### src/rtl/mips_mem_pkg.sv
// Shared encodings for the MIPS data-memory access unit.
package mips_mem_pkg;
  localparam int MEM_BYTES_DEFAULT = 8192;

  typedef enum logic [1:0] {
    SZ_BYTE = 2'b00,
    SZ_HALF = 2'b01,
    SZ_WORD = 2'b10,
    SZ_ILL  = 2'b11
  } size_e;

  typedef enum logic [1:0] {
    IDLE      = 2'd0,
    LOAD_RESP = 2'd1,
    RMW_WRITE = 2'd2
  } state_e;
endpackage

### src/rtl/load_store_align.sv
// Byte-lane steering: extract+extend for loads, lane merge for sub-word stores.
module load_store_align
  import mips_mem_pkg::*;
#(
  parameter bit BIG_ENDIAN = 1'b0
) (
  input  logic [31:0] word,
  input  logic [31:0] wdata,
  input  logic [1:0]  offs,
  input  size_e       size,
  input  logic        sgn,
  output logic [31:0] load_data,
  output logic [31:0] merged
);
  logic [31:0] mask, lane;
  logic [1:0]  lane_idx, span;
  logic [4:0]  shamt;

  always_comb begin
    mask = 32'hFFFF_FFFF;
    span = 2'd0;
    case (size)
      SZ_BYTE: begin mask = 32'h0000_00FF; span = 2'd3; end
      SZ_HALF: begin mask = 32'h0000_FFFF; span = 2'd2; end
      default: ;
    endcase
    // Big-endian puts lane 0 in the top byte, so count the shift from the MSB side.
    lane_idx = BIG_ENDIAN ? (span - offs) : offs;
    shamt    = (size == SZ_BYTE || size == SZ_HALF) ? {lane_idx, 3'b000} : 5'd0;
    lane     = (word >> shamt) & mask;
    case (size)
      SZ_BYTE: load_data = {{24{sgn & lane[7]}}, lane[7:0]};
      SZ_HALF: load_data = {{16{sgn & lane[15]}}, lane[15:0]};
      default: load_data = lane;
    endcase
    merged = (word & ~(mask << shamt)) | ((wdata & mask) << shamt);
  end
endmodule

### src/rtl/mem_access_unit.sv
// Turns byte/half/word loads and stores into word DMem accesses; sub-word stores use read-modify-write.
module mem_access_unit
  import mips_mem_pkg::*;
#(
  parameter int MEM_BYTES  = MEM_BYTES_DEFAULT,
  parameter bit BIG_ENDIAN = 1'b0
) (
  input  logic        clk,
  input  logic        rst,
  input  logic        req_valid,
  input  logic        req_write,
  input  logic [1:0]  req_size,
  input  logic        req_signed,
  input  logic [31:0] req_addr,
  input  logic [31:0] req_wdata,
  output logic        ready,
  output logic        load_valid,
  output logic [31:0] load_data,
  output logic        err,
  output logic [31:0] mem_addr,
  output logic [31:0] mem_din,
  output logic        mem_read,
  output logic        mem_write,
  input  logic [31:0] mem_dout
);
  state_e      state_q, state_d;
  size_e       size_q, size_d, req_sz;
  logic [31:0] addr_q, addr_d, wdata_q, wdata_d, load_data_q, load_data_d;
  logic        sgn_q, sgn_d, load_valid_q, load_valid_d, err_q, err_d;
  logic        accept, bad;
  logic [31:0] ext_data, merged;

  assign req_sz     = size_e'(req_size);
  assign ready      = (state_q == IDLE) && !rst;
  assign accept     = req_valid && ready;
  assign load_valid = load_valid_q;
  assign load_data  = load_data_q;
  assign err        = err_q;

  always_comb begin
    bad = (req_sz == SZ_ILL)
       || (req_sz == SZ_HALF && req_addr[0])
       || (req_sz == SZ_WORD && req_addr[1:0] != 2'b00)
       || (req_addr >= 32'(MEM_BYTES));
  end

  load_store_align #(.BIG_ENDIAN(BIG_ENDIAN)) u_align (
    .word      (mem_dout),
    .wdata     (wdata_q),
    .offs      (addr_q[1:0]),
    .size      (size_q),
    .sgn       (sgn_q),
    .load_data (ext_data),
    .merged    (merged)
  );

  // Memory side: word stores go straight through in the accept cycle; everything else reads first.
  always_comb begin
    mem_read  = 1'b0;
    mem_write = 1'b0;
    mem_addr  = addr_q;
    mem_din   = 32'd0;
    case (state_q)
      IDLE: if (accept && !bad) begin
        mem_addr = req_addr;
        if (req_write && req_sz == SZ_WORD) begin
          mem_write = 1'b1;
          mem_din   = req_wdata;
        end else begin
          mem_read = 1'b1;
        end
      end
      RMW_WRITE: if (!rst) begin
        mem_write = 1'b1;
        mem_din   = merged;
      end
      default: ;
    endcase
  end

  always_comb begin
    state_d      = state_q;
    addr_d       = addr_q;
    size_d       = size_q;
    sgn_d        = sgn_q;
    wdata_d      = wdata_q;
    load_data_d  = load_data_q;
    load_valid_d = 1'b0;
    err_d        = 1'b0;
    case (state_q)
      IDLE: if (accept) begin
        addr_d  = req_addr;
        size_d  = req_sz;
        sgn_d   = req_signed;
        wdata_d = req_wdata;
        if (bad)                     err_d   = 1'b1;
        else if (!req_write)         state_d = LOAD_RESP;
        else if (req_sz != SZ_WORD)  state_d = RMW_WRITE;
      end
      LOAD_RESP: begin
        load_data_d  = ext_data;
        load_valid_d = 1'b1;
        state_d      = IDLE;
      end
      default: state_d = IDLE;
    endcase
  end

  always_ff @(posedge clk) begin
    if (rst) begin
      state_q      <= IDLE;
      addr_q       <= 32'd0;
      size_q       <= SZ_BYTE;
      sgn_q        <= 1'b0;
      wdata_q      <= 32'd0;
      load_data_q  <= 32'd0;
      load_valid_q <= 1'b0;
      err_q        <= 1'b0;
    end else begin
      state_q      <= state_d;
      addr_q       <= addr_d;
      size_q       <= size_d;
      sgn_q        <= sgn_d;
      wdata_q      <= wdata_d;
      load_data_q  <= load_data_d;
      load_valid_q <= load_valid_d;
      err_q        <= err_d;
    end
  end
endmodule

### config.mk
export PLATFORM = sky130hd
export DESIGN_NAME = mem_access_unit
export DESIGN_NICKNAME = d
export VERILOG_FILES = /design/src/rtl/mips_mem_pkg.sv /design/src/rtl/load_store_align.sv /design/src/rtl/mem_access_unit.sv
export SDC_FILE = /design/constraint.sdc
export NUM_CORES = 1
export LEC_CHECK = 0
export CAP_MARGIN = 30
export CORE_UTILIZATION = 41
export DETAILED_ROUTE_END_ITERATION = 10
export MAX_ROUTING_LAYER = met4
export PLACE_DENSITY = 0.85
export SLEW_MARGIN = 30
export SYNTH_ARGS = -nofsm -noshare
export SYNTH_HDL_FRONTEND = slang
export SYNTH_HIERARCHICAL = 1
export SYNTH_SLANG_ARGS = --single-unit
### constraint.sdc
create_clock -name clk -period 3.46 [get_ports clk]
set_input_delay 0.692 -clock clk [delete_from_list [all_inputs] [get_ports clk]]
set_output_delay 0.692 -clock clk [all_outputs]
set_load 0.05 [all_outputs]
---- Yosys cells after proc, flatten, opt, wreduce, memory -nomap -nowiden ----
Cells that the tools add are included.
cells by class
  order comparisons ....................... 1
  equality and inequality tests ........... 8
  shift operators ......................... 3
  muxes and demuxes ....................... 20
  bitwise operators ....................... 10
  reduce and logical (&&, ||, !) cells .... 19
operators by type and width
  kind                                                                      number
  32-bit one-hot mux with 2 select lines                                    3
  32-bit two-way mux                                                        5
  32-bit AND                                                                3
  32-bit by 5-bit left shift with 32-bit output                             2
  32-bit by 14-bit >= comparator with 1-bit output (second input constant)  1
  32-bit NOT                                                                1
  32-bit bitwise OR                                                         1
  32-bit by 5-bit >> shifter with 32-bit output                             1
  1-bit two-way mux                                                         8
  2-bit by 1-bit equality test with 1-bit output (second input constant)    3
  2-bit equality test (second input constant)                               3
  1-bit logical AND                                                         6
  5-bit two-way mux                                                         1
  2-bit zero test                                                           2
  1-bit logical OR                                                          4
  2-bit two-way mux                                                         2
  1-bit NOT                                                                 3
  3-bit AND reduction                                                       1
  3-bit OR reduction                                                        1
  1-bit AND                                                                 2
  1-bit zero test                                                           2
  2-bit by 1-bit != test with 1-bit output (second input constant)          1
  2-bit != test (second input constant)                                     1
  1-bit one-hot mux with 2 select lines                                     1
  other kinds (3)                                                           3
storage, ports and cells
  register bits ........................... 103
  input port bits ......................... 103
  output and inout port bits .............. 101
  logic and storage cells ................. 69

---- Depth between registers and ports, before layout ----
Gate-level depths: netlist of run 1.
  depth in word-level cells ............... 9
  depth in mapped cells ................... 8

---- Hierarchy ----
The synthesis of run 1 kept the hierarchy.
by module, submodules not included
  module            instances  cells an instance  area each (um^2)  seq. area each (um^2)
  mem_access_unit   1          535                4209.0            2062.0
  load_store_align  1          243                1348.8            0.0

---- Worst setup path before layout of run 1 ----
No wires, ideal clock.
  kind .................................... input-to-output
  from .................................... input port rst
  to ...................................... output port mem_addr[10]
  arrival ................................. 2.873 ns
  path slack .............................. -0.105 ns
  cell stages on the path ................. 5
  buffers on the path ..................... 1
  path through ............................ nor3_2 > nand2_1 > nor4b_4 > buf_6 > mux2_1
between the ends
  word-level cells in the longest chain between the ends .. 6
RTL lines
  element             line                   text
  start, declared     mem_access_unit.sv:9   input logic rst,
  1-bit zero test     -
  1-bit logical AND   mem_access_unit.sv:34  assign ready = (state_q == IDLE) && !rst;
  1-bit logical AND   mem_access_unit.sv:35  assign accept = req_valid && ready;
  1-bit logical AND   mem_access_unit.sv:64  IDLE: if (accept && !bad) begin
  32-bit two-way mux  mem_access_unit.sv:64
  32-bit two-way mux  mem_access_unit.sv:63  case (state_q)
  end, declared       mem_access_unit.sv:20  output logic [31:0] mem_addr,
No other way between the ends.

---- Final worst setup path of run 1 ----
  from .................................... input port req_addr[0]
  to ...................................... output port mem_din[31]
between the ends
  word-level cells in the longest chain between the ends .. 8
  elaborated cells between the ends (all ways) .. 11
  those cells by class .................... order compare: 1; mux: 2; reduce/logical: 8
RTL lines
  element                                                                                   line                   text
  start, declared                                                                           mem_access_unit.sv:14  input logic [31:0] req_addr,
  branches (longest 3 deep; another with 32-bit by 14-bit >= comparator with 1-bit output)  -
  1-bit logical OR *                                                                        mem_access_unit.sv:44  || (req_addr >= 32'(MEM_BYTES));
  1-bit zero test *                                                                         mem_access_unit.sv:64
  1-bit logical AND *                                                                       mem_access_unit.sv:64
  32-bit two-way mux *                                                                      mem_access_unit.sv:64
  32-bit one-hot mux with 2 select lines *                                                  mem_access_unit.sv:63
  end, declared                                                                             mem_access_unit.sv:21  output logic [31:0] mem_din,
Every way passes the cells marked *.

==> PnR_summary.wiki, run 1 <==
{| class="wikitable"
! Metric !! Value
|-
| Clock latency on the worst-skew pair || 0.35 ns
|-
| Buffer type at the clock tree root || clkbuf_16
|-
| Number of buffers added to fix hold violations after cts || 0
|-
| Ant. Diodes || 0
|-
| Hold Vio Cnt, Final || 0
|-
| GR Util All Layers || 0.2800
|-
| Die Y || 118.4 um
|-
| Timing-limited maximum frequency || 289.1 MHz
|-
| Number of H-tree branching levels || 3
|-
| Status || finished, final reports clean
|-
| Post-Synthesis Cells || 778
|-
| First-pass GRT wire length || 30.12 mm
|-
| Routing usage on met2 || 0.4305
|-
| GRT busiest layer || met2
|-
| TritonCTS clock tree || done
|-
| Number of top-level pins || 204
|-
| Average cell area after synthesis || 7.144 sq um
|-
| Largest incremental delay on the critical path || 0.47 ns
|-
| Global placement routability congestion || 0.9664
|-
| Largest net degree at the start of global routing || 101
|-
| Adder-Cell Fraction of Synth Area || 0
|-
| Largest driver fanout on the critical path || 16
|-
| Input/output buffers || 203
|-
| Complex-gate fraction of the synthesized area || 0.2623
|-
| Number of nets in the final layout || 1,065
|-
| Number of synthesized flops with an enable pin || 0
|-
| Vias in the first global route || 5,808
|-
| Worst IR drop on VDD || 0.1940 mV
|-
| Leakage dissipation || 3.418 nW
|-
| Top area cells in the synthesized netlist || dfxtp_1 37%, nand2_1 19%, a21oi_1 10%, a22o_1 5.7%, o21ai_0 3.5%
|-
| Final TNS setup || 0 ns
|-
| Via-to-Cell Ratio || 5.717
|-
| Final routed wirelength across all metal layers || 20.58 mm
|-
| Power per cell area || 326.3 mW/mm^2
|-
| Clock buffer count from CTS || 9
|-
| Cell with the largest stage delay on the worst path || clkdlybuf4s50_1
|-
| Overall via count from detail_route || 6,535
|-
| Portion of synthesized cell area occupied by the leading cell type || 0.3710
|-
| Sequence of cells on the critical path || clkdlybuf4s50_1 -> nor3_1 -> o211ai_1 -> buf_4 -> nor4_4 -> buf_4 -> clkbuf_16 -> a22o_1 -> buf_12
|-
| Placed wire-length estimate after detailed placement || 14.06 mm
|-
| Global routing usage on met1 || 0.3555
|-
| Synthesized-area fraction occupied by xor and xnor cells || 0
|-
| Number of detailed-route iterations in the first pass || 6
|-
| Post-route cell area || 0.008602 sq mm
|-
| Area post-placement || 0.008041 sq mm
|-
| Predominant post-synthesis flop cell || dfxtp_1
|-
| Fraction of registers with async set/reset || 0
|-
| Flip-flop and latch count after synthesis || 103
|-
| Least-Margin Pin Slew || 0.7727 ns
|-
| Final setup skew || 0.005833 ns
|-
| Max clock buf depth || 2
|-
| Count of synthesis-stage warnings from yosys || 6
|-
| Number of endpoints failing setup at the final stage || 0
|-
| Fraction of synthesized area in multiplexers || 0.04255
|-
| Area inside the core boundary || 0.01324 sq mm
|-
| Layout overhead on the synthesized area || 54.77%
|-
| Hold/Removal Path Class || flop to flop
|-
| Final-report max-slew violation count || 0
|-
| Slew margin rel. || 0.4848
|-
| CP Launch Type || input pin
|-
| Ratio of cells with drive above 1 in the final layout || 0.1572
|-
| Initial antenna violation count || 0
|-
| Hold-critical path depth || 2
|-
| Final worst-path cycle share || 0.9998
|-
| Routing usage on met3 || 0.04537
|-
| Effective utilization at floorplan || 0.4197
|-
| Remaining antenna violation count after routing || 0
|-
| Most used cell along the critical path || buf_4
|-
| Count of standard-cell rows || 42
|-
| Die area || 0.01403 sq mm
|-
| Combinational family with the most area after synthesis || simple AND/OR/NAND/NOR gates
|-
| Proportion of synthesized chip area in sequential cells || 0.3710
|-
| Post-Synthesis Net Count || 881
|-
| Drc violations || 0
|-
| CTS clk-pin slew, worst paths || 0.07 ns
|-
| Setup Crit Path Kind || input pin to output port
|-
| Horiz. Die Dim || 118.4 um
|-
| Fraction of the mapped netlist area in simple logic gates || 0.2740
|-
| Number of distinct library cells after synthesis || 42
|-
| CP Data Arrival Time || 2.77 ns
|-
| Number of standard cells in the layout, taps in and fillers out || 1,143
|-
| Number of cells traversed by the worst register-to-register path || 6
|-
| Cell type with the highest aggregate area in the netlist || dfxtp_1
|-
| Req. time, crit path || 2.77 ns
|-
| Mean routed wirelength per cell || 18.01 um
|-
| Max_cap viols || 0
|-
| Critical path endpoint category || output port
|-
| Sinks on Clock Net || 103
|-
| Number of DRC markers in iteration 0 || 891
|-
| Cell Count Post-Placement || 1,118
|-
| Tmin final || 3.459 ns
|-
| Mapped cell area || 0.005558 sq mm
|-
| Global route overflow || 0
|}
==> sequential cells by signal (all words and copies together) (netlist names) <==
signal      cells
load_valid      1
err             1
addr_q         32
size_q          2
state_q         2
sgn_q           1
wdata_q        32
load_data      32
==> path summary, 6_finish.rpt <==
check,to,start,slack (ns)
worst min-delay path,addr_q[19],addr_q[19],0.45
worst max register to register,load_data[28],addr_q[1],1.05
worst max-delay path,mem_din[31],req_addr[0],0.0009
worst min register to register,addr_q[19],addr_q[19],0.45
==> synth_stat cells (2+ instances only) <==
library cell	instances
nor3b_1	2
nand2_1	287
nor4_1	4
dfxtp_1	103
nand2b_1	9
a221o_1	8
buf_1	3
buf_2	13
a22oi_1	23
inv_1	3
and2_1	2
or2_2	2
o21ai_0	39
or3_1	2
nor3_1	2
o211ai_1	2
nor2b_1	26
clkbuf_1	42
o31ai_1	4
a21oi_1	112
nor2_1	14
a22o_1	36
mux2_1	8
buf_6	2
mux2_2	13
==> routing by layer <==
layer,share of wire,wire (um),vias to the layer above
met4,0.043,879,0
met1,0.40,8326,2997
met3,0.090,1847,84
met5,0,0,-
met2,0.46,9529,423
li1,-,-,3031
==> power by group <==
part           internal, W  leakage [nW]  switching [W]
clock network     0.000564         0.144       0.000453
registers          0.00122         0.838      0.0000315
logic             0.000230          2.44       0.000307
==> worst max-delay path, delay by kind of cell <==
| kind | cells | cell delay [ns] |
|---|---|---|
| and+or+nand+nor | 2 | 0.47 |
| AOI/OAI and AO/OA | 2 | 0.40 |
| buffers and inverters | 5 | 1.20 |
==> metrics by stage <==
| step | hold WS (ns) | setup slack [ns] | utilization | power [W] |
|---|---|---|---|---|
| 6_report | 0.4500 | 0.0008611 | 0.6496 | 0.002807 |
| 5_1_grt | 0.4689 | -0.03592 | 0.6496 | 0.002894 |
| 4_1_cts | 0.4511 | -0.01187 | 0.6304 | 0.002797 |
| 3_5_place_dp | 0.4422 | -0.05733 | 0.6072 | 0.001789 |
| 3_3_place_gp | 0.4373 | -0.02000 | 0.6067 | 0.001784 |
| 2_1_floorplan | 0.4318 | 0.1863 | - | 0.001540 |
==> layout make-up <==
type	count	area (sq um)
clock inverter	5	57.56
timing repair buffer	234	2711
sequential	103	2063
inverter	4	15.01
multi-input combinational	610	3302
tap	176	220.2
fill	1105	4641
clock buffer	11	232.7
==> layout by cell type, fill, tap and decap left out, types with 2 or more instances in the layout <==
| cell type | instances |
|---|---|
| o31ai_1 | 4 |
| nor4_2 | 4 |
| clkbuf_1 | 2 |
| mux2_4 | 5 |
| buf_4 | 41 |
| buf_12 | 37 |
| buf_6 | 15 |
| or2_2 | 2 |
| buf_8 | 2 |
| mux2_1 | 3 |
| clkinv_2 | 2 |
| inv_1 | 3 |
| o211ai_1 | 2 |
| or3_1 | 2 |
| o21ai_0 | 39 |
| nor2b_1 | 25 |
| clkbuf_16 | 12 |
| a22oi_1 | 23 |
| nand2b_1 | 7 |
| clkdlybuf4s50_1 | 125 |
| a21oi_1 | 112 |
| mux2_2 | 13 |
| dfxtp_1 | 102 |
| nor3_1 | 2 |
| dlymetal6s2s_1 | 11 |
| a221o_1 | 8 |
| a22o_1 | 36 |
| nor2_1 | 14 |
| nand2_1 | 286 |
==> cell families (layout without fill, tap and decap cells) <==
logic type | after synthesis | count (layout)
compound gates | 231 | 231
buf+inv | 65 | 254
flops | 103 | 103
mux | 21 | 21
simple gates | 358 | 358
==> what timing repair did <==
item,4_1_cts,5_1_grt
setup buffers,0,5
pin swaps,1,8
resized for setup,3,36
endpoints found under the setup margin,46,55
cloned,0,4
(Power assumes the default switching activity.)
==> inputs of run 2 (changes only) <==
--- a/config.mk
+++ b/config.mk
@@ -9,7 +9,7 @@
 export CORE_UTILIZATION = 41
 export DETAILED_ROUTE_END_ITERATION = 10
 export MAX_ROUTING_LAYER = met4
-export PLACE_DENSITY = 0.85
+export PLACE_DENSITY = 0.73
 export SLEW_MARGIN = 30
 export SYNTH_ARGS = -nofsm -noshare
 export SYNTH_HDL_FRONTEND = slang
==> run 2 against run 1 <==
Effect of this change: setup slack improved by 0.084 ns; worst hold slack barely moved; fmax grew 2.5%; critical path type unchanged; largest cell class unchanged.
==> PnR_summary.wiki, run 2 (synthesized netlist as in run 1, its figures left out) <==
{| class="wikitable"
! Metric !! Value
|-
| Status || finished, final reports clean
|-
| Input/output buffers || 203
|-
| Final-report max-slew violation count || 0
|-
| Number of buffers added to fix hold violations after cts || 0
|-
| CP Data Arrival Time || 2.68 ns
|-
| Effective utilization at floorplan || 0.4197
|-
| Slew margin rel. || 0.4824
|-
| Largest driver fanout on the critical path || 6
|-
| Power per cell area || 329.8 mW/mm^2
|-
| Number of H-tree branching levels || 3
|-
| Final setup skew || 0.007022 ns
|-
| Combined area of the multi-input logic cells || 0.003373 sq mm
|-
| Clock buffer count from CTS || 9
|-
| Count of standard-cell rows || 42
|-
| Mean routed wirelength per cell || 17.66 um
|-
| Hold/Removal Path Class || flop to flop
|-
| TritonCTS clock tree || done
|-
| Drc violations || 0
|-
| Tmin final || 3.375 ns
|-
| Number of nets in the final layout || 1,069
|-
| Worst hold-check slack || 0.4503 ns
|-
| Hold Vio Cnt, Final || 0
|-
| Total Power || 0.002859 W
|-
| Ratio of cells with drive above 1 in the final layout || 0.1710
|-
| Placed wire-length estimate after detailed placement || 14.17 mm
|-
| Max_cap viols || 0
|-
| Number of DRC markers in iteration 0 || 614
|-
| Max clock buf depth || 2
|-
| CP Launch Type || input pin
|-
| Overall via count from detail_route || 6,272
|-
| Timing-limited maximum frequency || 296.3 MHz
|-
| Least-Margin Pin Slew || 0.7764 ns
|-
| Layout overhead on the synthesized area || 55.97%
|-
| CTS clk-pin slew, worst paths || 0.07 ns
|-
| Initial antenna violation count || 1
|-
| Global route overflow || 0
|-
| Final TNS setup || 0 ns
|-
| Critical path endpoint category || output port
|-
| Vias in the first global route || 5,873
|-
| Final routed wirelength across all metal layers || 20.27 mm
|-
| Leading cell types in the layout, fill and taps excluded || 285 x nand2_1, 121 x clkdlybuf4s50_1, 112 x a21oi_1
|-
| Buffer type at the clock tree root || clkbuf_16
|-
| Number of endpoints failing setup at the final stage || 0
|-
| Number of detailed-route iterations in the first pass || 5
|-
| First-pass GRT wire length || 31.52 mm
|-
| Die area || 0.01403 sq mm
|-
| Leakage dissipation || 3.438 nW
|-
| Most common cell after layout, fill and taps aside || nand2_1
|-
| Filler cell count || 1,179
|-
| Final worst-path cycle share || 0.9754
|-
| Area of all sequential standard cells || 0.002063 sq mm
|-
| Setup Crit Path Kind || input pin to output port
|-
| Die Y || 118.4 um
|-
| Via-to-Cell Ratio || 5.463
|-
| Req. time, crit path || 2.77 ns
|-
| Number of top-level pins || 204
|-
| Remaining antenna violation count after routing || 0
|-
| GR Util All Layers || 0.2953
|-
| Area inside the core boundary || 0.01324 sq mm
|-
| Clock latency on the worst-skew pair || 0.36 ns
|-
| Global placement routability congestion || 0.9370
|-
| Sinks on Clock Net || 103
|-
| Horiz. Die Dim || 118.4 um
|-
| Worst IR drop on VDD || 0.2780 mV
|-
| Largest net degree at the start of global routing || 101
|}
==> run 2: what timing repair did <==
item / 4_1_cts / 5_1_grt
resized for setup: 47 / 14
endpoints found under the setup margin: 45 / 50
pin swaps: 10 / 7
gates cloned: 3 / 0
setup buffers: 4 / 1
endpoints found under the hold margin: 0 / 0
==> run 2: path summary, 6_finish.rpt <==
path,end,cells after the start,slack [ns],from
setup / recovery,mem_addr[7],8,0.09,req_addr[20]
hold / removal,addr_q[19],2,0.45,addr_q[19]
setup reg to reg,load_data[17],7,1.10,addr_q[1]
hold reg to reg,addr_q[19],2,0.45,addr_q[19]
==> run 2: area by class of cell <==
cell class              instances  share of cell area
well taps                     176             0.02540
repair buffers                238              0.3098
flip-flops and latches        103              0.2380
inverters                       4            0.001732
multi-input cells             610              0.3891
clock buffers                  12             0.02959
diodes                          1           0.0002887
clock inverters                 4            0.006062
==> run 2: layer usage <==
layer,track usage,up-vias,routed length (um)
li1,-,3036,-
met1,0.3847,2922,8793
met2,0.4500,271,9363
met3,0.06708,43,1586
met4,0.1013,0,529
met5,-,-,0
==> run 2: critical path, cell delays in order <==
cell             delay [ns]
clkdlybuf4s50_1        0.48
nor4_4                 0.30
nand2_2                0.10
nor4b_4                0.31
buf_4                  0.18
clkbuf_16              0.14
mux2_4                 0.31
buf_8                  0.15
==> run 2: stage by stage <==
step / util / instance area [sq um] / instances / setup slack [ns]
6_report: 0.6546 / 8668 / 1148 / 0.08513
5_1_grt: 0.6546 / 8668 / 1148 / -0.003513
4_1_cts: 0.6498 / 8606 / 1146 / 0.001272
3_5_place_dp: 0.6085 / 8058 / 1123 / -0.07652
3_3_place_gp: 0.6076 / 8046 / 1123 / -0.02245
2_1_floorplan: - / 5564 / 778 / 0.1863
==> run 2: power breakdown <==
group	internal, W	total [W]	leakage, nW	switching [W]
sequential	0.00122	0.00125	0.838	0.0000316
combinational	0.000230	0.000537	2.45	0.000307
clock	0.000604	0.00107	0.153	0.000465
total	0.00206	0.00286	3.44	0.000803
